--- config.mk ---
export PLATFORM = sky130hd
export DESIGN_NAME = imm_encoder
export DESIGN_NICKNAME = d
export VERILOG_FILES = /design/src/rtl/imm_encoder.sv
export SDC_FILE = /design/constraint.sdc
export NUM_CORES = 1
export LEC_CHECK = 0
export ABC_AREA = 0
export BUFFER_PORTS_ARGS = -buffer_cell sky130_fd_sc_hd__buf_2
export CAP_MARGIN = 15
export CORE_MARGIN = 2
export CORE_UTILIZATION = 48
export DETAILED_ROUTE_END_ITERATION = 10
export PLACE_DENSITY = 0.76
export REMOVE_ABC_BUFFERS = 1
export SLEW_MARGIN = 5
export SYNTH_ARGS = -nofsm -noshare
export SYNTH_HDL_FRONTEND = slang
export SYNTH_SLANG_ARGS = --single-unit
--- constraint.sdc ---
create_clock -name clk -period 1.6 [get_ports clk]
set_input_delay 0.24 -clock clk [delete_from_list [all_inputs] [get_ports clk]]
set_output_delay 0.24 -clock clk [all_outputs]
set_load 0.05 [all_outputs]
--- src/rtl/imm_encoder.sv ---
// ============================================================================
//  Module      : imm_encoder
//  Description : Scatters a signed 32-bit immediate into the I/S/B/J immediate
//                fields of an instruction word, with range/alignment flags.
//                Two-stage valid/ready pipeline.
//  Revision    : 1.0 - initial release
// ============================================================================
`default_nettype none

module imm_encoder #(
    parameter int CNT_W = 16
) (
    input  logic             clk,
    input  logic             rst,
    input  logic             in_valid,
    output logic             in_ready,
    input  logic [1:0]       imm_type,
    input  logic [31:0]      imm,
    input  logic [31:0]      base_instr,
    output logic             out_valid,
    input  logic             out_ready,
    output logic [31:0]      instr,
    output logic             err_range,
    output logic             err_align,
    output logic [CNT_W-1:0] enc_cnt,
    output logic [CNT_W-1:0] err_cnt
);

    localparam logic [1:0] c_type_i = 2'b00;
    localparam logic [1:0] c_type_s = 2'b01;
    localparam logic [1:0] c_type_b = 2'b10;
    localparam logic [1:0] c_type_j = 2'b11;

    localparam logic [CNT_W-1:0] c_cnt_one = {{(CNT_W-1){1'b0}}, 1'b1};

    // Stage 1 registers
    logic             r_s1_valid;
    logic [1:0]       r_s1_type;
    logic [31:0]      r_s1_imm;
    logic [31:0]      r_s1_base;

    // Stage 2 (output) registers
    logic             r_out_valid;
    logic [31:0]      r_instr;
    logic             r_err_range;
    logic             r_err_align;
    logic [CNT_W-1:0] r_enc_cnt;
    logic [CNT_W-1:0] r_err_cnt;

    logic             w_s1_advance;
    logic             w_in_fire;
    logic             w_out_fire;
    logic [31:0]      w_instr;
    logic             w_is_ok;
    logic             w_b_ok;
    logic             w_j_ok;
    logic             w_err_range;
    logic             w_err_align;

    assign w_s1_advance = !r_out_valid || out_ready;
    assign in_ready     = !r_s1_valid || w_s1_advance;
    assign w_in_fire    = in_valid && in_ready;
    assign w_out_fire   = r_out_valid && out_ready;

    always_comb begin
        w_instr = r_s1_base;
        case (r_s1_type)
            c_type_i: begin
                w_instr[31:20] = r_s1_imm[11:0];
            end
            c_type_s: begin
                w_instr[31:25] = r_s1_imm[11:5];
                w_instr[11:7]  = r_s1_imm[4:0];
            end
            c_type_b: begin
                w_instr[31]    = r_s1_imm[12];
                w_instr[30:25] = r_s1_imm[10:5];
                w_instr[11:8]  = r_s1_imm[4:1];
                w_instr[7]     = r_s1_imm[11];
            end
            default: begin
                w_instr[31]    = r_s1_imm[20];
                w_instr[30:21] = r_s1_imm[10:1];
                w_instr[20]    = r_s1_imm[11];
                w_instr[19:12] = r_s1_imm[19:12];
            end
        endcase
    end

    // Representable iff every bit above the field's sign bit matches it
    assign w_is_ok = (&r_s1_imm[31:11]) || !(|r_s1_imm[31:11]);
    assign w_b_ok  = (&r_s1_imm[31:12]) || !(|r_s1_imm[31:12]);
    assign w_j_ok  = (&r_s1_imm[31:20]) || !(|r_s1_imm[31:20]);

    always_comb begin
        w_err_range = 1'b0;
        case (r_s1_type)
            c_type_i, c_type_s: w_err_range = !w_is_ok;
            c_type_b:           w_err_range = !w_b_ok;
            c_type_j:           w_err_range = !w_j_ok;
            default:            w_err_range = 1'b0;
        endcase
    end

    assign w_err_align = r_s1_type[1] && r_s1_imm[0];

    always_ff @(posedge clk) begin
        if (rst) begin
            r_s1_valid  <= 1'b0;
            r_s1_type   <= 2'b00;
            r_s1_imm    <= 32'd0;
            r_s1_base   <= 32'd0;
            r_out_valid <= 1'b0;
            r_instr     <= 32'd0;
            r_err_range <= 1'b0;
            r_err_align <= 1'b0;
            r_enc_cnt   <= '0;
            r_err_cnt   <= '0;
        end else begin
            if (in_ready) begin
                r_s1_valid <= in_valid;
            end
            if (w_in_fire) begin
                r_s1_type <= imm_type;
                r_s1_imm  <= imm;
                r_s1_base <= base_instr;
            end

            // Data registers only load with a real word so a drained stage keeps its last value
            if (w_s1_advance) begin
                r_out_valid <= r_s1_valid;
                if (r_s1_valid) begin
                    r_instr     <= w_instr;
                    r_err_range <= w_err_range;
                    r_err_align <= w_err_align;
                end
            end

            if (w_out_fire) begin
                if (r_enc_cnt != '1) begin
                    r_enc_cnt <= r_enc_cnt + c_cnt_one;
                end
                if ((r_err_range || r_err_align) && (r_err_cnt != '1)) begin
                    r_err_cnt <= r_err_cnt + c_cnt_one;
                end
            end
        end
    end

    assign out_valid = r_out_valid;
    assign instr     = r_instr;
    assign err_range = r_err_range;
    assign err_align = r_err_align;
    assign enc_cnt   = r_enc_cnt;
    assign err_cnt   = r_err_cnt;

endmodule

`default_nettype wire

==> tab_implementation.tex, run 1 <==
\begin{tabular}{lr}
\hline
Metric & Value \\
\hline
\multicolumn{2}{l}{\textbf{Pwr}} \\
\quad Static Leakage & 3.33 nW \\
\quad Pwr Total & 7.83 mW \\
\quad Power per unit of standard cell area & 1040 nW/µm² \\
\quad Worst-case vdd ir drop & 0.804 mV \\
\multicolumn{2}{l}{\textbf{Clocking}} \\
\quad Hold-fix buffers, CTS & 0 \\
\quad Clock slew seen by the registers of the worst setup and hold paths & 0.05 ns \\
\quad Clock root buffer & clkbuf\_16 \\
\quad H-tree levels & 4 \\
\quad Later-pin clock latency in the skew report & 0.41 ns \\
\quad Deepest clock path buffer count & 2 \\
\quad TritonCTS clock tree & done \\
\quad TritonCTS buffer count & 17 \\
\quad Sink Count & 127 \\
\multicolumn{2}{l}{\textbf{Cells and area}} \\
\quad Post-route insts no fill & 989 \\
\quad Total inserted antenna cells & 0 \\
\quad Layout fillers & 889 \\
\quad Layout overhead on the synthesized area & 37.6\% \\
\quad Final cell area excluding filler cells & 7550 µm² \\
\quad Top library cells by usage in the layout, fill and taps aside & nand2\_1, buf\_2, dfxtp\_1, a21oi\_1, buf\_4 \\
\quad Share of cells above drive strength 1 & 0.357 \\
\quad Post-layout net count & 910 \\
\quad Post-layout utilization of the core & 0.670 \\
\quad Most frequent standard cell in the layout excluding fill and tap cells & nand2\_1 \\
\multicolumn{2}{l}{\textbf{Drt}} \\
\quad DRC errors left & 0 \\
\quad Vias per std cell & 5.42 \\
\quad WL/cell & 14.6 µm \\
\quad DRT antenna net count & 0 \\
\quad Number of search-and-repair iterations in the first detailed-routing pass & 4 \\
\quad Detailed Route WL & 14.4 mm \\
\quad Vias post-DR & 5360 \\
\quad Violation count after the first detailed-route iteration & 328 \\
\multicolumn{2}{l}{\textbf{Timing}} \\
\quad Setup repair after global routing missed its margin & true \\
\quad Layout Skew & 0.00439 ns \\
\quad Fmax & 642 MHz \\
\quad Final number of max-transition violations & 0 \\
\quad Final number of setup-violating endpoints & 0 \\
\quad TNS Setup & 0 ns \\
\quad Fin crit period & 1.56 ns \\
\quad Headroom to the max-slew limit & 0.693 \\
\quad Slew at the pin closest to its max-slew limit & 0.457 ns \\
\quad Period Utilization, post-route & 0.973 \\
\quad Hold slack & 0.0627 ns \\
\quad Final worst slack & 0.0431 ns \\
\quad Final hold violations & 0 \\
\multicolumn{2}{l}{\textbf{Worst setup path}} \\
\quad Crit-path max cell delay & 0.41 ns \\
\quad Setup slack of the most critical reg-to-reg path & 0.04 ns \\
\quad Data arrival time of the critical path & 1.90 ns \\
\quad Required time reported for the critical path endpoint & 1.94 ns \\
\quad Critical Path End Type & flop \\
\quad Crit-path max FO & 4 \\
\quad Critical path's slowest cell & or4\_1 \\
\quad Start-to-end type of the worst setup path & reg -> reg \\
\quad Ordered cell list for the critical path & and4\_4 -> nand4\_4 -> buf\_4 -> or4\_1 -> a21oi\_1 \\
\quad Type of origin of the critical path & flop \\
\multicolumn{2}{l}{\textbf{Global route}} \\
\quad Number of global-route vias before repair & 4993 \\
\quad Wire length of the first global-routing pass & 23.1 mm \\
\quad Global-route total usage across every layer & 0.229 \\
\quad Aggregate global routing overflow & 0 \\
\quad Pin count of the biggest net entering global routing & 60 \\
\quad Number of antenna violations at the first check in global routing & 0 \\
\multicolumn{2}{l}{\textbf{Placement}} \\
\quad Dpl ws & -0.0828 ns \\
\quad Number of buffers added on ports & 130 \\
\quad Routability-driven placement congestion ratio & 0.878 \\
\quad Number of instances in the placed design & 953 \\
\quad Placed cell area & 6710 µm² \\
\quad HPWL after detailed placement & 9.84 mm \\
\multicolumn{2}{l}{\textbf{Hold path}} \\
\quad Class of the worst hold path & in -> reg \\
\multicolumn{2}{l}{\textbf{Floorplanning}} \\
\quad Core area & 11300 µm² \\
\quad I/O pin cnt & 138 \\
\quad Die Ht & 111 µm \\
\quad Row count & 39 \\
\quad Starting density of the core & 0.487 \\
\quad Die area & 12300 µm² \\
\quad Die X-Extent & 111 µm \\
\multicolumn{2}{l}{\textbf{Synth}} \\
\quad Synthesized cell area & 5490 µm² \\
\quad Main combinational cell family by area after synthesis & simple AND/OR/NAND/NOR gates \\
\quad Fraction of synthesized cell area in xor and xnor cells & 0 \\
\quad Multiplexer fraction of the synthesized cell area & 0.0495 \\
\quad Async set or reset register ratio after synthesis & 0 \\
\quad FF+latch count, synth & 127 \\
\quad Number of unique standard cell types used by synthesis & 55 \\
\quad Sequential share of the synthesized area & 0.464 \\
\quad Syn avg cell area & 8.35 µm² \\
\quad Adder-cell area share of the yosys netlist & 0.0137 \\
\quad Share of the synthesized area in compound gates (AO/OA/AOI/OAI) & 0.166 \\
\quad Post-synth top flop & dfxtp\_1 \\
\quad Number of synthesized flops with an enable pin & 0 \\
\quad Number of warnings issued by yosys & 0 \\
\quad Simple-Gate Fraction of Synth Area & 0.266 \\
\quad Gate Count Post-Synth & 657 \\
\multicolumn{2}{l}{\textbf{Outcome}} \\
\quad Run status & complete, no violations \\
\multicolumn{2}{l}{\textbf{Flow run}} \\
\quad Max Cap Viol & 0 \\
\hline
\end{tabular}
-- sequential cells by signal (all words and copies together), names as in the netlist --
| signal | count |
|---|---|
| instr | 32 |
| r_s1_imm | 32 |
| r_s1_base | 25 |
| enc_cnt | 16 |
| err_cnt | 16 |
| r_s1_type | 2 |
| err_align | 1 |
| err_range | 1 |
| out_valid | 1 |
| r_s1_valid | 1 |
-- report_power, final --
| part | leakage [nW] | switching [mW] | internal [mW] | total [mW] |
|---|---|---|---|---|
| combinational | 2.00 | 0.495 | 0.276 | 0.771 |
| clock | 0.282 | 1.31 | 2.37 | 3.68 |
| sequential | 1.05 | 0.0876 | 3.29 | 3.38 |
-- path summary, 6_finish.rpt --
path / cells past startpoint / to / from
worst min-delay path: 3 / r_s1_base[6] / base_instr[6]
worst max-delay path: 5 / enc_cnt[14] / enc_cnt[8]
worst min register to register: 2 / instr[5] / r_s1_base[5]
worst max register to register: 5 / enc_cnt[14] / enc_cnt[8]
-- repair_timing --
action / in CTS / in global routing
pin swaps: 0 / 9
setup endpoints to repair: 16 / 35
resized for setup: 12 / 52
setup buffers: 0 / 5
-- critical path, delay by kind of cell, from the launching register on --
kind,cells,cell delay (ns)
buffers and inverters,1,0.16
AND/OR/NAND/NOR,3,0.80
flip-flops,1,0.38
AO/OA/AOI/OAI,1,0.15
-- cells in the mapped netlist (5+ instances only) --
cell	n	share of area
a211oi_1	12	0.016
a21oi_1	96	0.088
a311oi_1	5	0.0080
buf_2	7	0.0064
clkbuf_1	27	0.018
dfxtp_1	127	0.46
ha_1	6	0.014
inv_1	12	0.0082
mux2_1	6	0.012
mux2_2	7	0.014
mux2i_1	11	0.020
nand2_1	167	0.11
nand3_1	13	0.012
nand4_1	7	0.0080
nand4_2	5	0.011
nor2_1	37	0.025
nor2b_1	20	0.023
nor3_1	8	0.0073
nor4_1	6	0.0068
o21ai_0	5	0.0046
o31ai_1	6	0.0082
o41ai_1	5	0.0080
or3_1	5	0.0057
or4_1	7	0.0096
-- area by class of cell --
cell class              count  area [µm²]  share of cell area
well taps                 143         179              0.0237
flip-flops and latches    127        2570               0.340
repair buffers            199        1260               0.167
inverters                  12        45.0             0.00597
clock buffers              26         519              0.0688
clock inverters             5        52.6             0.00696
multi-input cells         477        2920               0.387
-- metal layers --
metal,global-route usage,vias to the layer above,routed length [µm]
met1,0.281,2512,6300
li1,-,2653,-
met4,0.0950,0,264
met2,0.379,170,7090
met5,0,-,0
met3,0.0651,25,788
-- logic make-up after synthesis --
| logic type | count (synthesis) |
|---|---|
| compound gates | 149 |
| flops | 127 |
| simple gates | 297 |
| buf+inv | 53 |
| fa+ha+maj | 6 |
| mux | 25 |
Note: power is estimated with default switching activity, not from simulation.
==> run 2, diff against run 1 <==
REMOVE_ABC_BUFFERS = unset   (was 1)
==> tab_implementation.tex, run 2 (same netlist as run 1, synthesis figures left out) <==
\begin{tabular}{lr}
\hline
Metric & Value \\
\hline
\multicolumn{2}{l}{\textbf{Timing}} \\
\quad Period Utilization, post-route & 0.975 (+0.00238) \\
\quad Setup repair after global routing missed its margin & true \\
\quad Final hold violations & 0 (unchanged) \\
\quad Fin crit period & 1.56 ns (+0.00380 ns) \\
\quad Fmax & 641 MHz (-0.24\%) \\
\quad Hold slack & 0.0588 ns (-0.00394 ns) \\
\quad Slew at the pin closest to its max-slew limit & 0.372 ns (-0.0847 ns) \\
\quad Layout Skew & 0.00950 ns (+0.00510 ns) \\
\quad Final number of setup-violating endpoints & 0 (unchanged) \\
\quad Final number of max-transition violations & 0 (unchanged) \\
\quad Headroom to the max-slew limit & 0.751 (+0.0588) \\
\multicolumn{2}{l}{\textbf{Drt}} \\
\quad DRC errors left & 0 (unchanged) \\
\quad Violation count after the first detailed-route iteration & 365 (+11\%) \\
\quad Detailed Route WL & 14.4 mm (-0.30\%) \\
\quad Vias post-DR & 5246 (-2.1\%) \\
\quad DRT antenna net count & 0 (unchanged) \\
\quad Vias per std cell & 5.49 (+1.3\%) \\
\quad Number of search-and-repair iterations in the first detailed-routing pass & 5 (+1) \\
\quad WL/cell & 15.1 µm (+3.1\%) \\
\multicolumn{2}{l}{\textbf{Worst setup path}} \\
\quad Crit-path max FO & 6 (+2) \\
\quad Required time reported for the critical path endpoint & 1.89 ns (-0.05 ns) \\
\quad Origin of the worst setup path & err\_cnt[0] \\
\quad Setup slack of the most critical reg-to-reg path & 0.04 ns (about the same) \\
\quad Critical Path End Type & flop \\
\quad Origin of the critical flop-to-flop path & err\_cnt[0] \\
\quad Type of origin of the critical path & flop \\
\quad Start-to-end type of the worst setup path & reg -> reg \\
\quad Data arrival time of the critical path & 1.85 ns (-0.05 ns) \\
\multicolumn{2}{l}{\textbf{Clocking}} \\
\quad Later-pin clock latency in the skew report & 0.41 ns (about the same) \\
\quad Clock root buffer & clkbuf\_16 \\
\quad Sink Count & 127 (unchanged) \\
\quad Clock slew seen by the registers of the worst setup and hold paths & 0.06 ns (about the same) \\
\quad TritonCTS clock tree & done \\
\quad H-tree levels & 4 (unchanged) \\
\quad Deepest clock path buffer count & 2 (unchanged) \\
\quad Hold-fix buffers, CTS & 0 (unchanged) \\
\quad TritonCTS buffer count & 17 (unchanged) \\
\multicolumn{2}{l}{\textbf{Cells and area}} \\
\quad Post-layout net count & 876 (-3.7\%) \\
\quad Share of cells above drive strength 1 & 0.348 (-0.00888) \\
\quad Total inserted antenna cells & 0 (unchanged) \\
\quad Top library cells by usage in the layout, fill and taps aside & nand2\_1, buf\_2, a21oi\_1, dfxtp\_1, nor2\_1 \\
\quad Most frequent standard cell in the layout excluding fill and tap cells & nand2\_1 \\
\quad Post-route insts no fill & 956 (-3.3\%) \\
\quad Post-layout utilization of the core & 0.656 (-0.0134) \\
\quad Layout overhead on the synthesized area & 34.8\% \\
\multicolumn{2}{l}{\textbf{Pwr}} \\
\quad Worst-case vdd ir drop & 0.791 mV (-1.7\%) \\
\quad Static Leakage & 3.16 nW (-5.1\%) \\
\quad Power per unit of standard cell area & 1060 nW/µm² (+2.6\%) \\
\multicolumn{2}{l}{\textbf{Floorplanning}} \\
\quad Starting density of the core & 0.487 (unchanged) \\
\quad I/O pin cnt & 138 (unchanged) \\
\quad Die Ht & 111 µm (unchanged) \\
\quad Row count & 39 (unchanged) \\
\quad Core area & 11300 µm² (unchanged) \\
\quad Die X-Extent & 111 µm (unchanged) \\
\quad Die area & 12300 µm² (unchanged) \\
\multicolumn{2}{l}{\textbf{Placement}} \\
\quad HPWL after detailed placement & 9.66 mm (-1.8\%) \\
\quad Number of buffers added on ports & 130 (unchanged) \\
\quad Number of instances in the placed design & 914 (-4.1\%) \\
\quad Routability-driven placement congestion ratio & 0.847 (-3.6\%) \\
\multicolumn{2}{l}{\textbf{Global route}} \\
\quad Aggregate global routing overflow & 0 (unchanged) \\
\quad Number of global-route vias before repair & 4985 (-0.16\%) \\
\quad Number of antenna violations at the first check in global routing & 0 (unchanged) \\
\quad Pin count of the biggest net entering global routing & 49 (-18\%) \\
\quad Wire length of the first global-routing pass & 23.3 mm (+0.84\%) \\
\quad Global-route total usage across every layer & 0.231 (+0.00156) \\
\multicolumn{2}{l}{\textbf{Hold path}} \\
\quad Class of the worst hold path & in -> reg \\
\quad Worst hold path startpoint & imm[9] \\
\multicolumn{2}{l}{\textbf{Outcome}} \\
\quad Run status & complete, no violations \\
\multicolumn{2}{l}{\textbf{Flow run}} \\
\quad Max Cap Viol & 0 (unchanged) \\
\multicolumn{2}{l}{\textbf{Synth}} \\
\quad Total nets after synthesis & 733 \\
\hline
\end{tabular}
[run 2: worst paths after layout]
| kind | end | depth (start not counted) |
|---|---|---|
| min reg2reg | r_s1_base[11] | 2 |
| max reg2reg | err_cnt[7] | 4 |
| min | r_s1_imm[9] | 3 |
| max | err_cnt[7] | 4 |
[run 2: timing repair]
| action | 4_1_cts | 5_1_grt |
|---|---|---|
| gates cloned | 0 | 1 |
| endpoints found under the setup margin | 8 | 30 |
| resized for setup | 8 | 25 |
| setup buffers | 3 | 6 |
| pin swaps | 1 | 5 |
[run 2: metrics by stage]
step	setup TNS, ns	setup WS, ns	power [mW]	instance area, µm²
floorplan	-1.29	-0.0584	3.88	5660
global placement	0	0.0150	4.11	6560
detailed placement	-0.299	-0.114	4.14	6560
CTS	-0.0130	-0.0130	7.93	7230
global route	-0.0694	-0.0162	8.17	7400
finish	0	0.0393	7.88	7400
[run 2: worst max-delay path, stage by stage (launching register included)]
cell	delay, ns
dfxtp_4	0.37
and2_1	0.23
nand4_4	0.20
a211oi_2	0.29
mux2_2	0.36
[run 2: cell type report]
class | count | area [µm²]
Clock buffer | 25 | 561
Clock inverter | 7 | 40.0
Fill cell | 919 | 3880
Inverter | 12 | 45.0
Multi-Input combinational cell | 478 | 2910
Sequential cell | 127 | 2670
Tap cell | 143 | 179
Timing Repair Buffer | 164 | 991
[run 2: per-layer routing]
metal	up-vias	track usage	routed length (µm)
met5	-	0	0
met4	0	0.0900	286
met3	29	0.0629	926
met2	181	0.389	7190
met1	2438	0.280	5990
li1	2598	-	-
[run 2: where the power goes]
part	internal, mW	total (mW)	leakage [nW]	switching, mW
clock network	2.42	3.79	0.300	1.36
logic	0.265	0.750	1.79	0.484
registers	3.25	3.34	1.07	0.0923
